File: config.mk
export PLATFORM = sky130hd
export DESIGN_NAME = inst_fetch
export DESIGN_NICKNAME = d
export VERILOG_FILES = /design/src/rtl/inst_fetch.sv
export SDC_FILE = /design/constraint.sdc
export NUM_CORES = 1
export LEC_CHECK = 0
export ABC_AREA = 1
export CAP_MARGIN = 10
export CORE_MARGIN = 3
export CORE_UTILIZATION = 54
export CTS_BUF_LIST = sky130_fd_sc_hd__clkbuf_4
export DETAILED_ROUTE_END_ITERATION = 7
export PLACE_DENSITY_LB_ADDON = 0.05
export SETUP_SLACK_MARGIN = 0.2
export SKIP_CTS_REPAIR_TIMING = 1
export SLEW_MARGIN = 20
export SYNTH_ARGS = -nofsm -noshare
export SYNTH_HDL_FRONTEND = slang
export SYNTH_SLANG_ARGS = --single-unit
File: constraint.sdc
create_clock -name clk -period 12.5 [get_ports clk]
set_input_delay 3.125 -clock clk [delete_from_list [all_inputs] [get_ports clk]]
set_output_delay 3.125 -clock clk [all_outputs]
set_load 0.02 [all_outputs]
File: src/rtl/inst_fetch.sv
// Instruction fetch: one outstanding memory request feeding a 2-entry in-order {inst, pc} FIFO.
// Optional macro INST_FETCH_ALIGN_CHECK_EN adds misalign_err and halts fetch after an unaligned redirect.
module inst_fetch #(
    parameter logic [63:0] RESET_PC = 64'h0
) (
    input  logic        clk,
    input  logic        reset,
    output logic        imem_req,
    output logic [63:0] imem_addr,
    input  logic        imem_ready,
    input  logic        imem_rvalid,
    input  logic [31:0] imem_rdata,
    input  logic        redirect,
    input  logic [63:0] redirect_pc,
    output logic [31:0] inst,
    output logic [63:0] inst_pc,
    output logic        inst_valid,
    input  logic        inst_ready
`ifdef INST_FETCH_ALIGN_CHECK_EN
    ,
    output logic        misalign_err
`endif
);

    typedef enum logic [1:0] {ST_REQ, ST_WAIT, ST_DROP} state_e;

    typedef struct packed {
        logic [31:0] inst;
        logic [63:0] pc;
    } entry_t;

    state_e      state_q, state_d;
    logic [63:0] fetch_pc_q, fetch_pc_d;
    logic [63:0] req_pc_q, req_pc_d;
    logic [1:0]  count_q, count_d;
    logic        wr_ptr_q, wr_ptr_d;
    logic        rd_ptr_q, rd_ptr_d;
    entry_t      fifo_q [2];

    logic halt;
    logic can_req;
    logic issue;
    logic push;
    logic pop;

`ifdef INST_FETCH_ALIGN_CHECK_EN
    logic err_q, err_d;

    assign halt         = err_q;
    assign misalign_err = err_q;

    always_comb err_d = redirect ? (redirect_pc[1:0] != 2'b00) : err_q;

    always_ff @(posedge clk or posedge reset) begin
        if (reset) err_q <= 1'b0;
        else       err_q <= err_d;
    end
`else
    assign halt = 1'b0;
`endif

    // Request eligibility never looks at imem_ready, so the handshake stays loop-free.
    assign can_req = (state_q == ST_REQ) && (count_q != 2'd2) && !halt;
    assign issue   = can_req && imem_ready;
    assign push    = (state_q == ST_WAIT) && imem_rvalid && !redirect;
    assign pop     = inst_valid && inst_ready && !redirect;

    assign imem_req   = can_req && !reset;
    assign imem_addr  = fetch_pc_q;
    assign inst_valid = (count_q != 2'd0);
    assign inst       = inst_valid ? fifo_q[rd_ptr_q].inst : 32'h0;
    assign inst_pc    = inst_valid ? fifo_q[rd_ptr_q].pc   : 64'h0;

    always_comb begin
        state_d    = state_q;
        fetch_pc_d = fetch_pc_q;
        req_pc_d   = req_pc_q;
        count_d    = count_q;
        wr_ptr_d   = wr_ptr_q;
        rd_ptr_d   = rd_ptr_q;

        case (state_q)
            ST_REQ:  if (issue) state_d = redirect ? ST_DROP : ST_WAIT;
            ST_WAIT: begin
                if (imem_rvalid)   state_d = ST_REQ;
                else if (redirect) state_d = ST_DROP;
            end
            ST_DROP: if (imem_rvalid) state_d = ST_REQ;
            default: state_d = ST_REQ;
        endcase

        if (issue) begin
            req_pc_d   = fetch_pc_q;
            fetch_pc_d = fetch_pc_q + 64'd4;
        end

        if (redirect) begin
            fetch_pc_d = redirect_pc & ~64'h3;
            count_d    = 2'd0;
            wr_ptr_d   = 1'b0;
            rd_ptr_d   = 1'b0;
        end else begin
            if (push) wr_ptr_d = ~wr_ptr_q;
            if (pop)  rd_ptr_d = ~rd_ptr_q;
            count_d = count_q + {1'b0, push} - {1'b0, pop};
        end
    end

    always_ff @(posedge clk or posedge reset) begin
        if (reset) begin
            state_q    <= ST_REQ;
            fetch_pc_q <= RESET_PC & ~64'h3;
            req_pc_q   <= 64'h0;
            count_q    <= 2'd0;
            wr_ptr_q   <= 1'b0;
            rd_ptr_q   <= 1'b0;
        end else begin
            state_q    <= state_d;
            fetch_pc_q <= fetch_pc_d;
            req_pc_q   <= req_pc_d;
            count_q    <= count_d;
            wr_ptr_q   <= wr_ptr_d;
            rd_ptr_q   <= rd_ptr_d;
        end
    end

    // NOTE: storage has no reset; outputs are masked until count_q marks an entry valid.
    always_ff @(posedge clk) begin
        if (push) fifo_q[wr_ptr_q] <= {imem_rdata, req_pc_q};
    end

endmodule

# Word level (Yosys, flattened, before mapping)

Memory sizes are Yosys's and may differ from the RTL's.
Cells that the tools add are included.

Bits in registers: 134
RAM bits: 192
Output and inout bits: 162
Word-level logic and storage cells: 50
Memories kept: 1

Memories:

| memory | words | width | rd ports | clocked after Yosys merged registers in | write ports | RTL line | text |
|---|---|---|---|---|---|---|---|
| fifo_q | 2     | 96    | 1        | 0                                       | 1           | 38       | `entry_t fifo_q [2];` |

Add/subtract/negate cells: 3
Equality and inequality tests: 6
Muxes and demuxes: 17
Bitwise logic cells: 2
Reductions and logical operators: 15

Operators with widths:

| operator                                             | number |
|---|---|
| 2-to-1 mux 64 bit                                    | 3 |
| adder 64 x 3 -> 64 bit (second input constant)       | 1 |
| 2-to-1 mux 32 bit                                    | 1 |
| 2-to-1 mux 2 bit                                     | 6 |
| nonzero test 2 bit                                   | 4 |
| logical AND 1 bit                                    | 7 |
| 2-to-1 mux 1 bit                                     | 6 |
| inequality test 2 bit (second input constant)        | 3 |
| one-hot mux 2 bit (3 select lines)                   | 1 |
| inequality test 3 bit (second input constant)        | 1 |
| AND reduction 3 bit                                  | 1 |
| adder 2 x 1 -> 2 bit                                 | 1 |
| equality test 2 x 1 -> 1 bit (second input constant) | 1 |
| equality test 2 bit (second input constant)          | 1 |
| logical NOT 1 bit                                    | 2 |
| logical NOT 2 bit                                    | 1 |
| NOT 1 bit                                            | 2 |
| subtractor 2 x 1 -> 2 bit                            | 1 |

# Depth between registers and ports, before layout

Word-level depth: 6
Mapped depth: 10
Gate-level depth less buffers: 10

# Worst setup path before layout

Ideal clock, no wire load.

Kind: input-to-reg
Start: input redirect
End: memory fifo_q[1][10] in the netlist's numbering (enable)
Setup time: 778 ps
Arrival time: 12397 ps
Data required time: 11722 ps
Setup slack: -675 ps
Stages: 4
Buffers on the path: 1
Cell sequence: clkbuf_1 inv_2 nand2_1 nor4_1

Word-level cells in the longest chain between the ends: 4

Ends and longest elaborated chain:

| what                                   | RTL line | text |
|---|---|---|
| start: declaration                     | 13       | `input logic redirect,` |
| logical NOT 1 bit                      | 65       | `assign push = (state_q == ST_WAIT) && imem_rvalid && !redirect;` |
| logical AND 1 bit                      | 65       |  |
| 2-to-1 mux 1 bit                       | 129      | `if (push) fifo_q[wr_ptr_q] <= {imem_rdata, req_pc_q};` |
| 2-to-1 mux 1 bit (not written as such) | 129      |  |
| end: declaration                       | 38       |  |

Every way passes these cells.

# Worst setup path after layout

Start: input reset
End: output imem_req

Word-level cells in the longest chain between the ends: 2

Ends and longest elaborated chain:

| what                        | RTL line | text |
|---|---|---|
| start: declaration          | 7        | `input logic reset,` |
| logical NOT 1 bit (no line) | -        |  |
| logical AND 1 bit           | 68       | `assign imem_req = can_req && !reset;` |
| end: declaration            | 8        | `output logic imem_req,` |

Every way passes these cells.

==> flow_results.xml <==
<?xml version="1.0" encoding="UTF-8"?>
<metrics>
  <group name="run_status">
    <metric name="outcome" unit="">finished clean</metric>
  </group>
  <group name="synth">
    <metric name="postSynthRegisterBits" unit="">318</metric>
    <metric name="postSynthCellCount" unit="">1566</metric>
    <metric name="yosysSeqAreaShare" unit="%">61.75</metric>
    <metric name="synth_top_area_share" unit="%">39.18</metric>
    <metric name="syn_avg_cell_area" unit="µm²">9.202</metric>
    <metric name="synth.yosys.warnings" unit="">0</metric>
    <metric name="mappedNetlistArea" unit="µm²">14410</metric>
    <metric name="synth_cell_types" unit="">39</metric>
    <metric name="synth.area.top_cells" unit="">sky130_fd_sc_hd__edfxtp_1 (39%), sky130_fd_sc_hd__dfrtp_1 (23%), sky130_fd_sc_hd__nand2_1 (14%), sky130_fd_sc_hd__o21ai_0 (4.1%), sky130_fd_sc_hd__inv_1 (3.6%)</metric>
    <metric name="synthDominantAreaCellType" unit="">sky130_fd_sc_hd__edfxtp_1</metric>
  </group>
  <group name="cts">
    <metric name="numClockSinks" unit="">318</metric>
    <metric name="cts.path.max_buffers" unit="">3</metric>
    <metric name="clock-root-buffer" unit="">sky130_fd_sc_hd__clkbuf_4</metric>
    <metric name="ctsHtreeMaxLevel" unit="">3</metric>
    <metric name="clk_latency" unit="ns">0.75</metric>
    <metric name="clk_transition_reported_paths" unit="ns">0.07</metric>
    <metric name="cts_tree" unit="">done</metric>
    <metric name="number_of_buffers_added_by_the_clock_tree_synthesis_step" unit="">83</metric>
  </group>
  <group name="timing">
    <metric name="worst_slack" unit="ns">5.063</metric>
    <metric name="max_freq" unit="MHz">134.5</metric>
    <metric name="worst_clock_skew" unit="ns">0.06767</metric>
    <metric name="setup_viol" unit="">0</metric>
    <metric name="worstMarginPinSlew" unit="ns">1.011</metric>
    <metric name="final_hold_viol_count" unit="">0</metric>
    <metric name="rsz0062_at_grt" unit="">no</metric>
    <metric name="timing_max_transition_violations_final" unit="">0</metric>
    <metric name="min_period_over_period" unit="%">59.50</metric>
    <metric name="hold-worst-slack" unit="ns">0.4202</metric>
    <metric name="layout_min_cycle_time" unit="ns">7.437</metric>
    <metric name="max_slew_margin" unit="%">32.34</metric>
    <metric name="total_neg_setup_slack" unit="ns">0</metric>
  </group>
  <group name="place">
    <metric name="placed_cells" unit="">2104</metric>
    <metric name="detailed_place_hpwl" unit="µm">27870</metric>
    <metric name="buffers_added_on_ports" unit="">257</metric>
    <metric name="dp_worst_setup_slack" unit="ns">5.061</metric>
    <metric name="globalplace.congestion" unit="">0.9703</metric>
  </group>
  <group name="power">
    <metric name="p_per_area" unit="nW/µm²">175.3</metric>
    <metric name="cellLeakagePower" unit="nW">7.596</metric>
    <metric name="p_switching" unit="mW">1.095</metric>
    <metric name="combPwrFrac" unit="%">24.9</metric>
    <metric name="clock_power_share" unit="%">28.6</metric>
    <metric name="share_seq_of_total_power" unit="%">46.6</metric>
    <metric name="share_of_total_power_consumed_by_net_switching" unit="%">34.13</metric>
    <metric name="max_vdd_drop" unit="mV">0.1143</metric>
    <metric name="cellInternalPower" unit="mW">2.114</metric>
  </group>
  <group name="critical_path">
    <metric name="data_arrival_time_of_the_critical_path" unit="ns">4.31</metric>
    <metric name="worst_setup_path_end_kind" unit="">primary output</metric>
    <metric name="crit_path_class" unit="">input pin to primary output</metric>
    <metric name="worst-r2r-setup-slack" unit="ns">9.54</metric>
    <metric name="worst_reg_to_reg_path_cell_count" unit="">7</metric>
    <metric name="reg2reg_from" unit="">state_q[1]$_DFFE_PP0P_</metric>
    <metric name="timing.rr.end" unit="">imem_addr[27]$_DFFE_PP0P_</metric>
    <metric name="data_required_time_at_the_worst_endpoint" unit="ns">9.38</metric>
    <metric name="cp-start-kind" unit="">input pin</metric>
    <metric name="cp_max_fo" unit="">2</metric>
  </group>
  <group name="die">
    <metric name="placement_rows" unit="">59</metric>
    <metric name="io_pins" unit="">264</metric>
    <metric name="initial_core_util" unit="%">55.14</metric>
    <metric name="fp.dieArea" unit="µm²">28680</metric>
    <metric name="chipWidth" unit="µm">169.4</metric>
    <metric name="design.core.area" unit="µm²">26130</metric>
    <metric name="die_height" unit="µm">169.4</metric>
  </group>
  <group name="detailed_routing">
    <metric name="wl_met2" unit="µm">18950</metric>
    <metric name="num_vias" unit="">11920</metric>
    <metric name="wire_per_inst" unit="µm">18.16</metric>
    <metric name="avgViaCountPerCell" unit="">5.273</metric>
    <metric name="wl_met3" unit="µm">3667</metric>
    <metric name="initialDrtViolationCount" unit="">996</metric>
    <metric name="highest-signal-layer" unit="">met4</metric>
    <metric name="first_pass_iters" unit="">5</metric>
    <metric name="drc" unit="">0</metric>
    <metric name="drt.antenna.violating_nets" unit="">0</metric>
    <metric name="wl_met1" unit="µm">17800</metric>
    <metric name="detail_route.wirelength" unit="µm">41070</metric>
  </group>
  <group name="global_routing">
    <metric name="grt_start_max_net_pins" unit="">96</metric>
    <metric name="grt.total_usage" unit="%">28.62</metric>
    <metric name="antenna_found_initial" unit="">1</metric>
    <metric name="grt_first_pass_wirelength" unit="µm">63340</metric>
    <metric name="first_global_vias" unit="">11520</metric>
    <metric name="grt_overflow_total" unit="">0</metric>
  </group>
  <group name="min_path">
    <metric name="hold_path_depth" unit="">0</metric>
    <metric name="holdCritPathClass" unit="">flop to flop</metric>
    <metric name="worst_hold_startpoint" unit="">req_pc_q[55]$_DFFE_PP0P_</metric>
    <metric name="hold_end" unit="">fifo_q[0][55]$_DFFE_PP_</metric>
  </group>
  <group name="layout">
    <metric name="final_net_count" unit="">1959</metric>
    <metric name="layoutNonFillerInstCount" unit="">2261</metric>
    <metric name="area_added_between_synthesis_and_finish" unit="%">27.04</metric>
    <metric name="drive_gt1_share" unit="%">9.927</metric>
  </group>
  <group name="flow_run">
    <metric name="max_cap_violations" unit="">0</metric>
  </group>
</metrics>
worst max path at each step:
stage / from / end / slack (ns) / cells past startpoint
after floorplan: redirect / fifo_q[1][10]$_DFFE_PP_ / 3.31 / 4
after global placement: reset / imem_req / 5.06 / 3
after detailed placement: reset / imem_req / 5.06 / 3
after CTS: reset / imem_req / 5.06 / 3
after global routing: reset / imem_req / 4.98 / 3
final: reset / imem_req / 5.06 / 3
kinds of logic after synthesis:
| family | count (synthesis) | share of synthesized area [%] |
|---|---|---|
| simple gates | 765 | 21.61 |
| xor+xnor | 18 | 1.094 |
| other cells | 1 | 0.02602 |
| compound gates | 253 | 9.221 |
| flops | 318 | 61.75 |
| buf+inv | 208 | 6.034 |
| fa+ha+maj | 3 | 0.2605 |
placed cells by master (no fill, tap or decap), types with 3 or more instances in the layout:
cell type	instances
sky130_fd_sc_hd__o21ai_0	118
sky130_fd_sc_hd__o211ai_1	5
sky130_fd_sc_hd__o21bai_1	11
sky130_fd_sc_hd__ha_1	3
sky130_fd_sc_hd__clkdlybuf4s50_1	256
sky130_fd_sc_hd__dfrtp_1	129
sky130_fd_sc_hd__nor2_1	116
sky130_fd_sc_hd__xnor2_1	3
sky130_fd_sc_hd__a21oi_1	101
sky130_fd_sc_hd__clkbuf_4	132
sky130_fd_sc_hd__o21ai_1	10
sky130_fd_sc_hd__clkinvlp_4	4
sky130_fd_sc_hd__conb_1	4
sky130_fd_sc_hd__nand2_4	5
sky130_fd_sc_hd__clkinv_1	12
sky130_fd_sc_hd__nand2_2	8
sky130_fd_sc_hd__nor2_2	5
sky130_fd_sc_hd__buf_4	9
sky130_fd_sc_hd__inv_1	136
sky130_fd_sc_hd__nor2_4	7
sky130_fd_sc_hd__edfxtp_1	188
sky130_fd_sc_hd__nand2_1	539
sky130_fd_sc_hd__nand3_1	73
sky130_fd_sc_hd__nand4_1	6
sky130_fd_sc_hd__clkinv_2	5
sky130_fd_sc_hd__xor2_1	15
sky130_fd_sc_hd__inv_2	4
synthesized netlist by cell type:
cell type / n
sky130_fd_sc_hd__a21oi_1: 101
sky130_fd_sc_hd__a31o_2: 2
sky130_fd_sc_hd__a31oi_1: 1
sky130_fd_sc_hd__buf_1: 9
sky130_fd_sc_hd__buf_2: 15
sky130_fd_sc_hd__buf_4: 7
sky130_fd_sc_hd__buf_6: 4
sky130_fd_sc_hd__clkbuf_1: 30
sky130_fd_sc_hd__clkbuf_4: 1
sky130_fd_sc_hd__clkbuf_8: 1
sky130_fd_sc_hd__clkinv_1: 1
sky130_fd_sc_hd__conb_1: 1
sky130_fd_sc_hd__dfrtp_1: 130
sky130_fd_sc_hd__edfxtp_1: 188
sky130_fd_sc_hd__ha_1: 3
sky130_fd_sc_hd__inv_1: 137
sky130_fd_sc_hd__inv_2: 3
sky130_fd_sc_hd__nand2_1: 539
sky130_fd_sc_hd__nand2_2: 8
sky130_fd_sc_hd__nand2_4: 5
sky130_fd_sc_hd__nand3_1: 74
sky130_fd_sc_hd__nand4_1: 6
sky130_fd_sc_hd__nor2_1: 118
sky130_fd_sc_hd__nor2_2: 5
sky130_fd_sc_hd__nor2_4: 5
sky130_fd_sc_hd__nor2_8: 1
sky130_fd_sc_hd__nor3_1: 2
sky130_fd_sc_hd__nor3_2: 1
sky130_fd_sc_hd__nor4_1: 1
sky130_fd_sc_hd__o211ai_1: 5
sky130_fd_sc_hd__o21a_1: 1
sky130_fd_sc_hd__o21ai_0: 118
sky130_fd_sc_hd__o21ai_1: 10
sky130_fd_sc_hd__o21bai_1: 11
sky130_fd_sc_hd__o221ai_1: 2
sky130_fd_sc_hd__o22ai_1: 1
sky130_fd_sc_hd__o31ai_1: 1
sky130_fd_sc_hd__xnor2_1: 3
sky130_fd_sc_hd__xor2_1: 15
power groups by stage:
stage	Combinational [mW]	Sequential (mW)	Clock (mW)
3_3_place_gp	0.781	1.50	0
6_report	0.798	1.49	0.916
4_1_cts	0.799	1.49	0.939
3_5_place_dp	0.795	1.51	0
5_1_grt	0.876	1.52	1.00
2_1_floorplan	0.421	1.51	0
through the flow:
| stage | instance area, µm² | total power [mW] | utilization, % |
|---|---|---|---|
| 5_1_grt | 18310 | 3.396 | 70.05 |
| 3_5_place_dp | 17190 | 2.303 | 65.78 |
| 3_3_place_gp | 17190 | 2.276 | 65.78 |
| 2_1_floorplan | 14430 | 1.936 | - |
| 6_report | 18310 | 3.209 | 70.05 |
| 4_1_cts | 18300 | 3.228 | 70.02 |
area by class of cell:
type                       instances  area [µm²]
sequential                       318        8900
clock buffer                     132       991.0
tap                              335       419.2
fill                            2078        7826
timing repair buffer             267        2646
antenna                            2       5.005
multi-input combinational       1043        4696
clock inverter                    23       117.6
inverter                         141       531.8
per-layer routing:
layer	GRT usage (%)	vias up
li1	-	5750
met1	40.50	5612
met2	44.98	510
met3	7.035	50
met4	7.575	0
met5	0	-
critical path, stage by stage:
cell,delay (ns)
sky130_fd_sc_hd__clkdlybuf4s50_1,0.46
sky130_fd_sc_hd__nor2_1,0.12
sky130_fd_sc_hd__clkdlybuf4s50_1,0.60
flip-flops by register name, indices dropped and copies added, names as in the netlist:
register	count
count_q	2
req_pc_q	62
rd_ptr_q	1
state_q	2
wr_ptr_q	1
imem_addr	62
fifo_q	188
No activity file was read; power rests on OpenSTA's default activity.
